$ cat config.mk
export PLATFORM = sky130hd
export DESIGN_NAME = uart_alu_framer
export DESIGN_NICKNAME = d
export VERILOG_FILES = /design/src/rtl/uart_alu_framer_pkg.sv /design/src/rtl/uart_alu_framer_rx_timeout_timer.sv /design/src/rtl/uart_alu_framer.sv
export SDC_FILE = /design/constraint.sdc
export NUM_CORES = 1
export LEC_CHECK = 0
export ABC_CLOCK_PERIOD_IN_PS = 3000
export CORE_ASPECT_RATIO = 0.7
export CORE_MARGIN = 10
export CORE_UTILIZATION = 53
export DETAILED_ROUTE_END_ITERATION = 6
export HOLD_SLACK_MARGIN = 0.06
export MAX_ROUTING_LAYER = met4
export PLACE_DENSITY = 0.77
export SLEW_MARGIN = 20
export SYNTH_ARGS = -nofsm -noshare
export SYNTH_HDL_FRONTEND = slang
export SYNTH_HIERARCHICAL = 1
export SYNTH_SLANG_ARGS = --single-unit
$ cat constraint.sdc
create_clock -name i_clk -period 3 [get_ports i_clk]
set_input_delay 0.6 -clock i_clk [delete_from_list [all_inputs] [get_ports i_clk]]
set_output_delay 0.6 -clock i_clk [all_outputs]
set_load 0.005 [all_outputs]
$ cat src/rtl/uart_alu_framer_pkg.sv
// Shared types and constants for the UART-to-ALU command framer.
package uart_alu_framer_pkg;

  typedef enum logic [3:0] {
    IDLE      = 4'd0,
    OPCODE    = 4'd1,
    OP_A      = 4'd2,
    OP_B      = 4'd3,
    CHECK     = 4'd4,
    EXEC      = 4'd5,
    TX_SYNC   = 4'd6,
    TX_STATUS = 4'd7,
    TX_RESULT = 4'd8
  } state_e;

  localparam logic [7:0] ST_OK         = 8'h00;
  localparam logic [7:0] ST_CHK_ERR    = 8'h01;
  localparam logic [7:0] ST_TIMEOUT    = 8'h02;
  localparam logic [7:0] SYNC_BYTE_DEF = 8'hA5;

  // States where a request frame is partially received and the inter-byte timer runs.
  function automatic logic is_frame_state(input state_e s);
    logic r;
    case (s)
      OPCODE, OP_A, OP_B, CHECK: r = 1'b1;
      default:                   r = 1'b0;
    endcase
    return r;
  endfunction

endpackage

$ cat src/rtl/uart_alu_framer_rx_timeout_timer.sv
// Inter-byte idle timer: counts enabled cycles, pulses expired on the last one.
module rx_timeout_timer #(
  parameter int TIMEOUT_CYCLES = 1000000,
  parameter int NB_TIMEOUT     = 20
) (
  input  logic i_clk,
  input  logic i_reset,
  input  logic i_clear,
  input  logic i_enable,
  output logic o_expired
);

  localparam logic [NB_TIMEOUT-1:0] LAST_COUNT = NB_TIMEOUT'(TIMEOUT_CYCLES - 1);

  logic [NB_TIMEOUT-1:0] count_q;
  logic [NB_TIMEOUT-1:0] count_d;
  logic                  expired_s;

  // Next-count logic; the counter restarts after every clear or expiry.
  always_comb begin
    expired_s = i_enable && !i_clear && (count_q == LAST_COUNT);
    if (i_clear || expired_s) begin
      count_d = '0;
    end else if (i_enable) begin
      count_d = count_q + NB_TIMEOUT'(1);
    end else begin
      count_d = count_q;
    end
  end

  // Counter register with synchronous reset.
  always_ff @(posedge i_clk) begin
    if (i_reset) begin
      count_q <= '0;
    end else begin
      count_q <= count_d;
    end
  end

  assign o_expired = expired_s;

endmodule

$ cat src/rtl/uart_alu_framer.sv
// Framed UART command interface to the ALU: parses SYNC/OPCODE/A/B/CHK
// requests from the RX FIFO and emits a status (plus result) frame on TX.
module uart_alu_framer
  import uart_alu_framer_pkg::*;
#(
  parameter int                  NB_BYTE         = 8,
  parameter int                  N_OPERAND_BYTES = 2,
  parameter int                  NB_OPCODE       = 6,
  parameter logic [NB_BYTE-1:0]  SYNC_BYTE       = NB_BYTE'(SYNC_BYTE_DEF),
  parameter int                  TIMEOUT_CYCLES  = 1000000,
  parameter int                  NB_TIMEOUT      = 20,
  localparam int                 NB_OP           = NB_BYTE * N_OPERAND_BYTES
) (
  input  logic                 i_clk,
  input  logic                 i_reset,
  input  logic [NB_BYTE-1:0]   i_data_to_read,
  input  logic                 i_fifo_rx_empty,
  input  logic                 i_fifo_tx_full,
  input  logic [NB_OP-1:0]     i_alu_result,
  output logic                 o_fifo_rx_read,
  output logic                 o_fifo_tx_write,
  output logic [NB_BYTE-1:0]   o_data_to_write,
  output logic [NB_OPCODE-1:0] o_alu_opcode,
  output logic [NB_OP-1:0]     o_alu_op_A,
  output logic [NB_OP-1:0]     o_alu_op_B,
  output logic                 o_is_valid,
  output logic                 o_error
);

  localparam int                  NB_IDX   = (N_OPERAND_BYTES > 1) ? $clog2(N_OPERAND_BYTES) : 1;
  localparam logic [NB_IDX-1:0]   LAST_IDX = NB_IDX'(N_OPERAND_BYTES - 1);
  localparam logic [NB_BYTE-1:0]  STAT_OK  = NB_BYTE'(ST_OK);
  localparam logic [NB_BYTE-1:0]  STAT_CHK = NB_BYTE'(ST_CHK_ERR);
  localparam logic [NB_BYTE-1:0]  STAT_TO  = NB_BYTE'(ST_TIMEOUT);

  state_e               state_q,  state_d;
  logic [NB_IDX-1:0]    idx_q,    idx_d;
  logic [NB_BYTE-1:0]   chk_q,    chk_d;
  logic [NB_BYTE-1:0]   status_q, status_d;
  logic [NB_OP-1:0]     result_q, result_d;
  logic [NB_OPCODE-1:0] opcode_q, opcode_d;
  logic [NB_OP-1:0]     op_a_q,   op_a_d;
  logic [NB_OP-1:0]     op_b_q,   op_b_d;
  logic                 valid_q,  valid_d;
  logic                 error_q,  error_d;

  logic                 rx_read_s;
  logic                 tx_write_s;
  logic [NB_BYTE-1:0]   tx_data_s;
  logic                 rx_avail_s;
  logic                 in_frame_s;
  logic                 expired_s;

  assign rx_avail_s = !i_fifo_rx_empty;
  assign in_frame_s = is_frame_state(state_q);

  rx_timeout_timer #(
    .TIMEOUT_CYCLES (TIMEOUT_CYCLES),
    .NB_TIMEOUT     (NB_TIMEOUT)
  ) u_timer (
    .i_clk     (i_clk),
    .i_reset   (i_reset),
    .i_clear   (!in_frame_s || rx_avail_s),
    .i_enable  (in_frame_s && !rx_avail_s),
    .o_expired (expired_s)
  );

  // Frame FSM next-state, datapath updates and FIFO handshakes.
  always_comb begin
    state_d    = state_q;
    idx_d      = idx_q;
    chk_d      = chk_q;
    status_d   = status_q;
    result_d   = result_q;
    opcode_d   = opcode_q;
    op_a_d     = op_a_q;
    op_b_d     = op_b_q;
    valid_d    = 1'b0;
    error_d    = 1'b0;
    rx_read_s  = 1'b0;
    tx_write_s = 1'b0;
    tx_data_s  = '0;

    case (state_q)
      IDLE: begin
        rx_read_s = rx_avail_s;
        if (rx_avail_s && (i_data_to_read == SYNC_BYTE)) begin
          state_d = OPCODE;
        end else begin
          state_d = IDLE;
        end
      end

      OPCODE: begin
        rx_read_s = rx_avail_s;
        if (rx_avail_s) begin
          opcode_d = i_data_to_read[NB_OPCODE-1:0];
          chk_d    = i_data_to_read;
          idx_d    = '0;
          state_d  = OP_A;
        end else if (expired_s) begin
          status_d = STAT_TO;
          error_d  = 1'b1;
          state_d  = TX_SYNC;
        end else begin
          state_d  = OPCODE;
        end
      end

      OP_A, OP_B: begin
        rx_read_s = rx_avail_s;
        if (rx_avail_s) begin
          chk_d = chk_q ^ i_data_to_read;
          if (state_q == OP_A) begin
            op_a_d[int'(idx_q)*NB_BYTE +: NB_BYTE] = i_data_to_read;
          end else begin
            op_b_d[int'(idx_q)*NB_BYTE +: NB_BYTE] = i_data_to_read;
          end
          if (idx_q == LAST_IDX) begin
            idx_d   = '0;
            state_d = (state_q == OP_A) ? OP_B : CHECK;
          end else begin
            idx_d   = idx_q + NB_IDX'(1);
          end
        end else if (expired_s) begin
          status_d = STAT_TO;
          error_d  = 1'b1;
          state_d  = TX_SYNC;
        end else begin
          state_d  = state_q;
        end
      end

      CHECK: begin
        rx_read_s = rx_avail_s;
        if (rx_avail_s) begin
          if (i_data_to_read == chk_q) begin
            state_d  = EXEC;
          end else begin
            status_d = STAT_CHK;
            error_d  = 1'b1;
            state_d  = TX_SYNC;
          end
        end else if (expired_s) begin
          status_d = STAT_TO;
          error_d  = 1'b1;
          state_d  = TX_SYNC;
        end else begin
          state_d  = CHECK;
        end
      end

      EXEC: begin
        result_d = i_alu_result;
        valid_d  = 1'b1;
        status_d = STAT_OK;
        state_d  = TX_SYNC;
      end

      TX_SYNC: begin
        tx_data_s  = SYNC_BYTE;
        tx_write_s = !i_fifo_tx_full;
        if (!i_fifo_tx_full) begin
          state_d = TX_STATUS;
        end else begin
          state_d = TX_SYNC;
        end
      end

      TX_STATUS: begin
        tx_data_s  = status_q;
        tx_write_s = !i_fifo_tx_full;
        if (!i_fifo_tx_full) begin
          idx_d   = '0;
          state_d = (status_q == STAT_OK) ? TX_RESULT : IDLE;
        end else begin
          state_d = TX_STATUS;
        end
      end

      TX_RESULT: begin
        tx_data_s  = result_q[int'(idx_q)*NB_BYTE +: NB_BYTE];
        tx_write_s = !i_fifo_tx_full;
        if (!i_fifo_tx_full) begin
          if (idx_q == LAST_IDX) begin
            idx_d   = '0;
            state_d = IDLE;
          end else begin
            idx_d   = idx_q + NB_IDX'(1);
            state_d = TX_RESULT;
          end
        end else begin
          state_d = TX_RESULT;
        end
      end

      default: begin
        state_d = IDLE;
      end
    endcase
  end

  // State and datapath registers; reset aborts any frame in progress.
  always_ff @(posedge i_clk) begin
    if (i_reset) begin
      state_q  <= IDLE;
      idx_q    <= '0;
      chk_q    <= '0;
      status_q <= '0;
      result_q <= '0;
      opcode_q <= '0;
      op_a_q   <= '0;
      op_b_q   <= '0;
      valid_q  <= 1'b0;
      error_q  <= 1'b0;
    end else begin
      state_q  <= state_d;
      idx_q    <= idx_d;
      chk_q    <= chk_d;
      status_q <= status_d;
      result_q <= result_d;
      opcode_q <= opcode_d;
      op_a_q   <= op_a_d;
      op_b_q   <= op_b_d;
      valid_q  <= valid_d;
      error_q  <= error_d;
    end
  end

  // FIFO strobes are suppressed while reset is held so no byte moves mid-abort.
  assign o_fifo_rx_read  = rx_read_s && !i_reset;
  assign o_fifo_tx_write = tx_write_s && !i_reset;
  assign o_data_to_write = tx_data_s;
  assign o_alu_opcode    = opcode_q;
  assign o_alu_op_A      = op_a_q;
  assign o_alu_op_B      = op_b_q;
  assign o_is_valid      = valid_q;
  assign o_error         = error_q;

endmodule

== After elaboration in Yosys (flattened, before gate mapping) ==
Index checks and enable logic that the tools add are counted.
Storage, ports and cells
  register bits: 97
  bits of input ports: 28
  output and inout bits: 50
  logic and storage cells: 112
Cells by class
  add/sub/neg operators: 3
  equality and inequality tests: 19
  shift-type cells: 3
  multiplexer cells: 42
  bitwise gates (word level): 3
  reductions and logical operators: 31
Operator list (count)
  2-to-1 mux 8 bit: 6
  one-hot mux 8 bit (3 select lines): 2
  negation 4 -> 33 bit: 1
  variable shift 8 x 33 -> 16 bit (first input constant): 1
  indexed part select 8 x 33 -> 16 bit: 1
  bitwise mux 16 bit: 2
  2-to-1 mux 4 bit: 8
  one-hot mux 4 bit (8 select lines): 1
  adder 20 x 1 -> 20 bit (second input constant): 1
  == test 20 bit (second input constant): 1
  == test 4 x 3 -> 1 bit (second input constant): 4
  one-hot mux 8 bit (2 select lines): 1
  indexed part select 16 x 5 -> 8 bit: 1
  2-to-1 mux 1 bit: 15
  AND reduction 3 bit: 4
  2-to-1 mux 3 bit: 3
  inequality test 3 bit (second input constant): 3
  == test 4 x 2 -> 1 bit (second input constant): 2
  == test 8 bit: 1
  == test 8 bit (second input constant): 1
  logical NOT 8 bit: 1
  inequality test 2 bit (second input constant): 4
  XOR 8 bit: 1
  logical AND 1 bit: 6
  20 further kinds: 30

== Depth between registers and ports, before layout ==
Gate-level depths: netlist (run 1).
  depth after elaboration: 11
  gate-level depth with buffers: 14
  depth with buffers taken out: 12

== Hierarchy ==
Netlist (run 1), hierarchy kept.
Modules (own cells, without submodules)
  uart_alu_framer: times used 1, cells an instance 412, area an instance 3437.0 sq um, sequential area each 1541.5 sq um
  rx_timeout_timer: times used 1, cells an instance 105, area an instance 958.4 sq um, sequential area each 400.4 sq um

== Worst setup path after synthesis (run 1) ==
Ideal clock, no wire load.
  path type: input to register
  start: in i_fifo_rx_empty
  end: reg state_q[0]
  setup time: 0.120 ns
  arrival time: 2.560 ns
  data required time: 2.880 ns
  path slack: 0.321 ns
  stages: 12
  buffers on the path: 2
  path through: clkbuf_1 -> nand3b_1 -> inv_1 -> and4_1 -> buf_2 -> nand3_2 -> nor2_1 -> nand2b_1 -> o311ai_0 -> o21ai_0 -> a211oi_1 -> a211o_1
On the way
  word-level cells in the longest chain between the ends: 8
  elaborated cells on any way between the ends: 16
  classes of those cells: eq/ne: 2; mux: 6; reduce/logical: 8
RTL lines
  from (decl): RTL line uart_alu_framer.sv:17  | input logic i_fifo_rx_empty,
  logical NOT 1 bit: RTL line uart_alu_framer.sv:54  | assign rx_avail_s = !i_fifo_rx_empty;
  logical OR 1 bit: RTL line uart_alu_framer.sv:63  | .i_clear (!in_frame_s || rx_avail_s),
  logical NOT 1 bit: RTL line uart_alu_framer_rx_timeout_timer.sv:21  | expired_s = i_enable && !i_clear && (count_q == LAST_COUNT);
  logical AND 1 bit (*) (2 in series): RTL line uart_alu_framer_rx_timeout_timer.sv:21
  net expired_s: RTL line uart_alu_framer.sv:52  | logic expired_s;
  2-to-1 mux 3 bit: RTL line uart_alu_framer.sv:101  | end else if (expired_s) begin
  2-to-1 mux 3 bit: RTL line uart_alu_framer.sv:96  | if (rx_avail_s) begin
  one-hot mux 4 bit (8 select lines): RTL line uart_alu_framer.sv:84  | case (state_q)
  to (signal assigned): RTL line uart_alu_framer.sv:217  | state_q <= state_d;
  to (decl): RTL line uart_alu_framer.sv:36  | state_e state_q, state_d;
The timed path passes the listed nets; every way through them passes the cells marked *.
A chain may end at the register's enable or synchronous reset.

== Worst setup path in the final report (run 1) ==
  start: reg state_q[1]
  end: out o_fifo_tx_write
On the way
  word-level cells in the longest chain between the ends: 4
  elaborated cells on any way between the ends: 6
  classes of those cells: eq/ne: 3; mux: 1; reduce/logical: 2
RTL lines
  == test 4 bit / == test 4 x 3 -> 1 bit (equally long branches): RTL line uart_alu_framer.sv:84
  OR reduction 3 bit (no source line) (*)
  2-to-1 mux 1 bit (*)
  logical AND 1 bit (*): RTL line uart_alu_framer.sv:232  | assign o_fifo_tx_write = tx_write_s && !i_reset;
  to (decl): RTL line uart_alu_framer.sv:21  | output logic o_fifo_tx_write,
Mark *: on every way between the ends. The rest lies on a longest branch, timed or not.

==> metrics, run 1 <==
Max Cap Viol=0; Vias/cell=about 5.6; grt ovf=0; CP Cell Sequence=buf_4 > inv_1 > nand3_2 > a211oi_1 > clkdlybuf4s50_1; flip-flop and latch count after synthesis=just under 100; cell-internal power=1947 uW; wire per inst=17.08 um; multi-input logic area=2276 um^2; Finished Layout Cells=~700; Fmax=between 300 and 400 MHz; Critical Path AT=2220 ps; final hold vios=0; Die Wd=128.8 um; clock sink count=97; register area=1943 um^2; Layout Area Growth over Synthesis=27.33%; die area=12390 um^2; DR WL met3=1118 um; unrepaired setup endpoints after global routing=no; Nets=621; TritonCTS Buffers=9; maximum VDD drop=0.0003703 V; Worst Max-Slew Pin Slew=708.7 ps; worst min path class=flop to flop; iteration count of the initial detailed-routing pass=5; sequential fraction of the synthesis area=0.4418; Post-DRT Antenna Nets=0; FFs w/ async S/R, synth=0; starting density of the core=0.5513; Worst setup SP type=flop; clk buf depth=2; logic gate share of total power=0.052; fin crit period=2819 ps; layout filler cell count=slightly above 600; highest routed layer=met4; P_sw=just under 600 uW; Skew-Pair Late Insertion Delay=340 ps; period utilization=0.9398; final setup violation count=0; Post-Syn Area=4395 um^2; sequential power share=0.512; Total Wirelength=between 10000 and 15000 um; initial antenna violation count=0; clk slew on worst S/H paths=roughly 70 ps; Post-synth EDFFs=0; kind of critical path=flop to output port; Synth Flop Type=dfxtp_1; Buf/Inv on CP=3; Post-Route M1 WL=5474 um; number of global-route vias before repair=about 3800; leak pwr=~0.0019 uW; worst path required time=2400 ps; Core Region=7973 um^2; slowest stage delay, CP=roughly 550 ps; Fin Hold WS=457.9 ps; YS warnings=6; 1st-iter DRT viols=353; TNS Setup=0 ps; max_slew headroom=0.5275; met2 WL=around 5200 um; Worst path slowest cell=clkdlybuf4s50_1; number of core rows=27; H-tree Lvls=3; Clock power frac=0.436; Mapped Nets=approximately 550; Net Sw Frac=0.2292; Syn Area/Cell=around 8.5 um^2; Crit. End Element=output port; Die Ht=96.19 um; Placed Cells incl. Taps=between 600 and 700; post-CTS setup buffers=0; Root Buffer=clkbuf_16; CTS tree=yes; Netlist cell types=52; DRC=0; Final Slew Violations=0; largest net degree at the start of global routing=69; n_diodes=0; total I/O pin count=just under 80; first-pass GRT wire length=19430 um; pwr dens=451.2 nW/um^2; hpwl dp=~8600 um; layout cells sized above 1=0.08878; status=completed; DR vias=3911; CP Max Fanout=18; Syn Inst Count=just over 500; I/O Buffers=a little under 80; gpl congestion=approximately 0.95; Crit path max-delay family=buffers and inverters; clock skew=7.581 ps; Tot GR Track Use=0.2018
## synth_stat cells, types with 9 or more instances
library cell	number	area share
a21oi_1	37	0.042
buf_2	9	0.010
clkbuf_1	22	0.019
dfxtp_1	97	0.44
mux2i_1	41	0.093
nand2_1	73	0.062
nand3_1	17	0.019
nor2_1	72	0.061
nor2b_1	9	0.013
o21ai_0	17	0.019
xnor2_1	13	0.026
xor2_1	17	0.034
## worst register-to-register path, stage by stage (launching register included)
cell      delay (ps)
dfxtp_1          320
nor2_1           340
xnor2_1          170
nand3b_1         170
nor4b_1          380
nand4b_1         260
nor2_2           250
nand2b_1         190
o311ai_0         130
o21ai_0          100
a211oi_1          90
a211o_1          290
## repair_timing
item                                    4_1_cts  5_1_grt
endpoints found under the setup margin        0        4
hold buffers                                  0        0
resized for setup                             0        3
## per-stage QoR
step                      cell area [um^2]  setup WS (ps)  total power (uW)    util
after detailed placement              5298         -12.12              1452  0.6645
after global routing                  5597          18.11              2606  0.7020
after floorplan                       4395          320.7              1381       -
after CTS                             5588          70.78              2545  0.7009
after global placement                5298          155.8              1451  0.6645
final                                 5597          180.5              2525  0.7020
## sequential cells by signal (all words and copies together), names as in the netlist
signal,count
result_q,16
o_is_valid,1
status_q,8
u_timer/count_q,20
o_error,1
idx_q,1
chk_q,8
o_alu_op_B,16
o_alu_op_A,16
state_q,4
o_alu_opcode,6
## power groups by stage
stage | combinational [uW] | sequential (uW) | clock [uW]
finish | 133 | 1290 | 1100
global route | 143 | 1290 | 1170
CTS | 131 | 1290 | 1120
floorplan | 59.5 | 1320 | 0
detailed placement | 131 | 1320 | 0
global placement | 129 | 1320 | 0
## final cells by class
type	instances	share of cell area
Clock buffer	10	0.04270
Inverter	4	0.002683
Timing Repair Buffer	101	0.1690
Tap cell	101	0.02258
Multi-Input combinational cell	379	0.4067
Sequential cell	97	0.3472
Clock inverter	6	0.009166
## layout by cell type, fill, tap and decap left out, types with 3 or more instances in the layout
master / count
a31oi_1: 4
nor3_1: 7
buf_4: 24
xnor2_1: 13
xor2_1: 17
mux2i_1: 41
o22ai_1: 4
nand3_1: 16
nor2_1: 71
nor2b_1: 9
o21ai_0: 17
o21a_1: 4
nand4_1: 7
clkdlybuf4s50_1: 76
clkbuf_16: 9
inv_1: 4
a211oi_1: 5
clkinvlp_4: 3
nor4b_1: 3
a21oi_1: 37
nand2_1: 73
or3_1: 5
and2_1: 7
dfxtp_1: 96
and4_1: 5
## cells by family (layout without fill, tap and decap cells)
group	count (synthesis)	in the layout	share of synthesized area
simple gates	228	228	0.2548
xor+xnor	30	30	0.05978
mux	41	41	0.09337
fa+ha+maj	1	1	0.002846
compound gates	79	79	0.1053
buf+inv	41	121	0.04213
flops	97	97	0.4418
## worst paths after layout
kind,start,end,slack (ps),cells past startpoint
worst max-delay path,state_q[1],o_fifo_tx_write,180,5
worst min-delay path,result_q[2],result_q[2],460,2
worst max register to register,state_q[0],state_q[0],200,11
worst min register to register,result_q[2],result_q[2],460,2
## routing by layer
metal | up-vias | track usage
li1 | 1912 | -
met1 | 1844 | 0.2633
met2 | 145 | 0.2821
met3 | 10 | 0.07963
met4 | 0 | 0.05660
met5 | - | -
Power figures use the tool's default switching activity.
==> inputs of run 2 (changes only) <==
==> constraint.sdc (replaced) <==
create_clock -name i_clk -period 3 [get_ports i_clk]
set_input_delay 0.3 -clock i_clk [delete_from_list [all_inputs] [get_ports i_clk]]
set_output_delay 0.3 -clock i_clk [all_outputs]
set_load 0.005 [all_outputs]
==> metrics, run 2 (same netlist as run 1, synthesis figures left out) <==
CP Cell Sequence=buf_4 > inv_1 > nand3_1 > a211oi_1 > clkdlybuf4s50_1; worst hold start=result_q[1]; layout filler cell count=636 (+2.7%); total I/O pin count=78 (unchanged); I/O Buffers=77 (unchanged); Nets=613 (-1.3%); final setup violation count=0 (unchanged); worst slack at placement=291.8 ps (+303.9 ps); PostCTS Resize Cnt=0 (unchanged); reg2reg end=state_q[0]; Post-DRT Antenna Nets=0 (unchanged); CP Max Fanout=18 (unchanged); CTS tree=yes; Worst Max-Slew Pin Slew=913.1 ps (+204.4 ps); Tot GR Track Use=0.2015 (-0.0003125); Die Ht=96.19 um (unchanged); initial antenna violation count=0 (unchanged); grt ovf=0 (unchanged); fin crit period=2637 ps (-182.5 ps); final hold vios=0 (unchanged); TritonCTS Buffers=9 (unchanged); maximum VDD drop=0.0002796 V (-24%); number of core rows=27 (unchanged); Biggest register=u_timer/count_q; Crit. End Element=output port; Max Cap Viol=0 (unchanged); slowest stage delay, CP=540 ps (about the same); post-CTS setup buffers=0 (unchanged); Core Region=7973 um^2 (unchanged); n_diodes=0 (unchanged); Hold EP=result_q[1]; layout cells sized above 1=0.06961 (-0.01917); DR vias=3861 (-1.3%); die area=12390 um^2 (unchanged); max FFs per register=20 (unchanged); worst path required time=2700 ps (+300 ps); Hold Crit Depth=2 (unchanged); final worst slack=363.0 ps (+182.5 ps); clk buf depth=2 (unchanged); leak pwr=0.001915 uW (-1.4%); max_slew headroom=0.3904 (-0.1371); largest net degree at the start of global routing=49 (-29%); Worst setup SP type=flop; internal reg-to-reg setup slack=400 ps (+200 ps); unrepaired setup endpoints after global routing=no; Vias/cell=5.596 (-0.13%); clock sink count=97 (unchanged); Critical Path AT=2340 ps (+120 ps); commonest cells after routing, fill and taps aside=dfxtp_1 (97), clkdlybuf4s50_1 (76), nand2_1 (73); pwr dens=464.3 nW/um^2 (+2.9%); kind of critical path=flop to output port; Worst path slowest cell=clkdlybuf4s50_1; H-tree Lvls=3 (unchanged); Skew-Pair Late Insertion Delay=350 ps (about the same); period utilization=0.8790 (-0.06083); 1st-iter DRT viols=359 (+1.7%); Post-CTS Hold Fix Bufs=0 (unchanged); Fmax=379.2 MHz (+6.9%); Total Wirelength=11850 um (-0.59%); DRC=0 (unchanged); starting density of the core=0.5513 (unchanged); clock skew=7.365 ps (-0.2159 ps); Die Wd=128.8 um (unchanged); status=completed; Root Buffer=clkbuf_16; iteration count of the initial detailed-routing pass=4 (-1); worst min path class=flop to flop; gpl congestion=0.9272 (-2.6%); number of global-route vias before repair=3693 (-2.8%); TNS Setup=0 ps (unchanged); final core area utilization=0.6940 (-0.008003); commonest non-fill, non-tap cell in the layout=dfxtp_1; Register-to-Register Path Depth=13 (+2); Layout Area Growth over Synthesis=25.88%; Final Slew Violations=0 (unchanged); first-pass GRT wire length=19240 um (-0.99%); wire per inst=17.17 um (+0.57%); hpwl dp=8483 um (-1.1%); clk slew on worst S/H paths=70 ps (about the same); r2r startpoint=state_q[0]
## run 2: cell count changes in the layout (fill, tap and decap cells not counted), sizes merged
cell,change
buf,-8
bufinv,+1
clkinv,+2
clkinvlp,-3
## run 2: through the flow
step | std cells | total power, uW | cell area (um^2) | hold WS, ps
global route | 690 | 2655 | 5533 | 476.0
finish | 690 | 2569 | 5533 | 453.4
CTS | 690 | 2584 | 5533 | 444.2
detailed placement | 674 | 1447 | 5238 | 446.3
global placement | 674 | 1446 | 5238 | 442.4
floorplan | 517 | 1381 | 4395 | 376.7
## run 2: where the power goes
part           total, uW  internal, uW  switching [uW]
Sequential          1290          1290            1.91
Combinational        127          56.9            70.1
Clock               1150           651             499
## run 2: layout make-up
type | count | area, um^2 | share of cell area
clock inverter | 6 | 66.31 | 0.01199
sequential | 97 | 1942 | 0.3510
multi-input combinational | 379 | 2268 | 0.4100
clock buffer | 10 | 229.0 | 0.04138
timing repair buffer | 93 | 885.9 | 0.1601
inverter | 4 | 15.01 | 0.002714
tap | 101 | 126.4 | 0.02284
## run 2: critical path, delay by kind of cell (launching register included)
family                 cells  cell delay, ps
and+or+nand+nor            1             380
buffers and inverters      3             930
AOI/OAI and AO/OA          1             350
DFF                        1             330
## run 2: routing by layer
metal | routed length, um | global-route usage | part of all wire
met5 | 0 | - | 0
met4 | 101 | 0.04906 | 0.0085
met3 | 1103 | 0.07743 | 0.093
met2 | 5044 | 0.2813 | 0.43
met1 | 5599 | 0.2671 | 0.47
## run 2: worst max path at each step
stage | start | end | slack (ps) | cells after the start
6_report | state_q[1] | o_fifo_tx_write | 360 | 5
3_3_place_gp | i_fifo_rx_empty | state_q[0] | 350 | 12
5_1_grt | state_q[0] | state_q[0] | 120 | 13
3_5_place_dp | i_fifo_rx_empty | state_q[0] | 290 | 12
2_1_floorplan | state_q[2] | state_q[0] | 350 | 14
4_1_cts | state_q[1] | o_fifo_tx_write | 390 | 5
==> inputs of run 3 (changes only) <==
ABC_CLOCK_PERIOD_IN_PS = 2980   (was 3000)
clock period = 2.98 ns   (was 3 ns; I/O delays follow)
==> metrics, run 3 (same netlist as run 1, synthesis figures left out) <==
gpl congestion=0.9271 (about the same); Die Wd=128.8 um (unchanged); Vias/cell=5.648 (+0.93%); n_diodes=0 (unchanged); DR vias=3897 (+0.93%); slowest stage delay, CP=550 ps (about the same); hpwl dp=8568 um (+1.0%); final setup violation count=0 (unchanged); worst path required time=2680 ps (-20 ps); pwr dens=485.6 nW/um^2 (+4.6%); kind of critical path=flop to output port; Critical Path AT=2330 ps (about the same); status=completed; 1st-iter DRT viols=298 (-17%); iteration count of the initial detailed-routing pass=5 (+1); fin crit period=2633 ps; Fmax=379.8 MHz; TNS Setup=0 ps (unchanged); I/O Buffers=77 (unchanged); total I/O pin count=78 (unchanged); clk slew on worst S/H paths=70 ps (about the same); Worst setup SP type=flop; max_slew headroom=0.3869 (-0.003570); Nets=613 (unchanged); final core area utilization=0.6982 (+0.004237); CP Depth=5 (unchanged); Die Ht=96.19 um (unchanged); number of global-route vias before repair=3780 (+2.4%); CTS tree=yes; number of core rows=27 (unchanged); Crit path max-delay family=buffers and inverters; commonest non-fill, non-tap cell in the layout=dfxtp_1; post-CTS setup buffers=0 (unchanged); clk buf depth=2 (unchanged); clock skew=9.153 ps (+1.788 ps); Placed Cells incl. Taps=674 (unchanged); Worst Max-Slew Pin Slew=918.4 ps (+5.347 ps); initial antenna violation count=0 (unchanged); layout cells sized above 1=0.06961 (unchanged); PostCTS Resize Cnt=0 (unchanged); max FFs per register=20 (unchanged); Skew-Pair Late Insertion Delay=350 ps (about the same); Final Slew Violations=0 (unchanged); die area=12390 um^2 (unchanged); final hold vios=0 (unchanged); clock sink count=97 (unchanged); Tot GR Track Use=0.2045 (+0.002995); Hold Crit Depth=2 (unchanged); H-tree Lvls=3 (unchanged); Fin Hold WS=437.0 ps (-16.45 ps); Post-CTS Hold Fix Bufs=0 (unchanged); maximum VDD drop=0.0002995 V (+7.1%); TritonCTS Buffers=9 (unchanged); DRC=0 (unchanged); largest net degree at the start of global routing=49 (unchanged); Core Region=7973 um^2 (unchanged); unrepaired setup endpoints after global routing=no; wire per inst=17.63 um (+2.7%); grt ovf=0 (unchanged); starting density of the core=0.5513 (unchanged); leak pwr=0.001928 uW (+0.71%); commonest cells after routing, fill and taps aside=dfxtp_1 (97), clkdlybuf4s50_1 (76), nand2_1 (73); Worst path slowest cell=clkdlybuf4s50_1; CP Cell Sequence=buf_4 > inv_1 > nand3_1 > a211oi_1 > clkdlybuf4s50_1; Max Cap Viol=0 (unchanged); Total Wirelength=12170 um (+2.7%); Root Buffer=clkbuf_16; period utilization=0.8835; Post-DRT Antenna Nets=0 (unchanged); Biggest register=u_timer/count_q; worst min path class=primary input to flop; Crit. End Element=output port; CP Max Fanout=18 (unchanged); first-pass GRT wire length=19590 um (+1.8%); overall power=2703 uW (+5.2%); Finished Layout Cells=690 (unchanged); Register-to-Register Path Depth=13 (unchanged); Buf/Inv on CP=3 (unchanged); Layout Area Growth over Synthesis=26.64%
## run 3: changes by cell type in the layout (fill, tap and decap cells not counted), sizes merged
cell,before,now
clkbuf,10,11
clkinv,3,1
bufinv,1,2
## run 3: power by group
group	internal, uW	total [uW]	switching [uW]
clock network	767	1270	507
registers	1300	1300	1.94
logic	57.3	130	72.3
## run 3: metal layers
metal,global-route usage,vias up,part of all wire
li1,-,1899,-
met1,0.2654,1847,0.47
met2,0.2928,135,0.44
met3,0.07853,16,0.087
met4,0.05000,0,0.0093
met5,-,-,0
## run 3: metrics by stage
stage | instance area [um^2] | setup slack [ps]
finish | 5567 | 347.3
floorplan | 4395 | 325.7
CTS | 5567 | 354.1
global placement | 5238 | 336.0
detailed placement | 5238 | 228.2
global route | 5567 | 127.0
## run 3: final timing paths
kind / slack, ps / to / startpoint
min: 440 / state_q[1] / i_reset
max: 350 / o_fifo_tx_write / state_q[1]
min reg2reg: 460 / result_q[13] / result_q[13]
max reg2reg: 350 / state_q[0] / state_q[1]
## run 3: layout make-up
type	count	area, um^2
multi-input cells	379	2268
fillers	627	2406
clock inverters	5	86.33
well taps	101	126.4
clock buffers	11	242.7
repair buffers	93	885.9
flip-flops and latches	97	1942
inverters	4	15.01
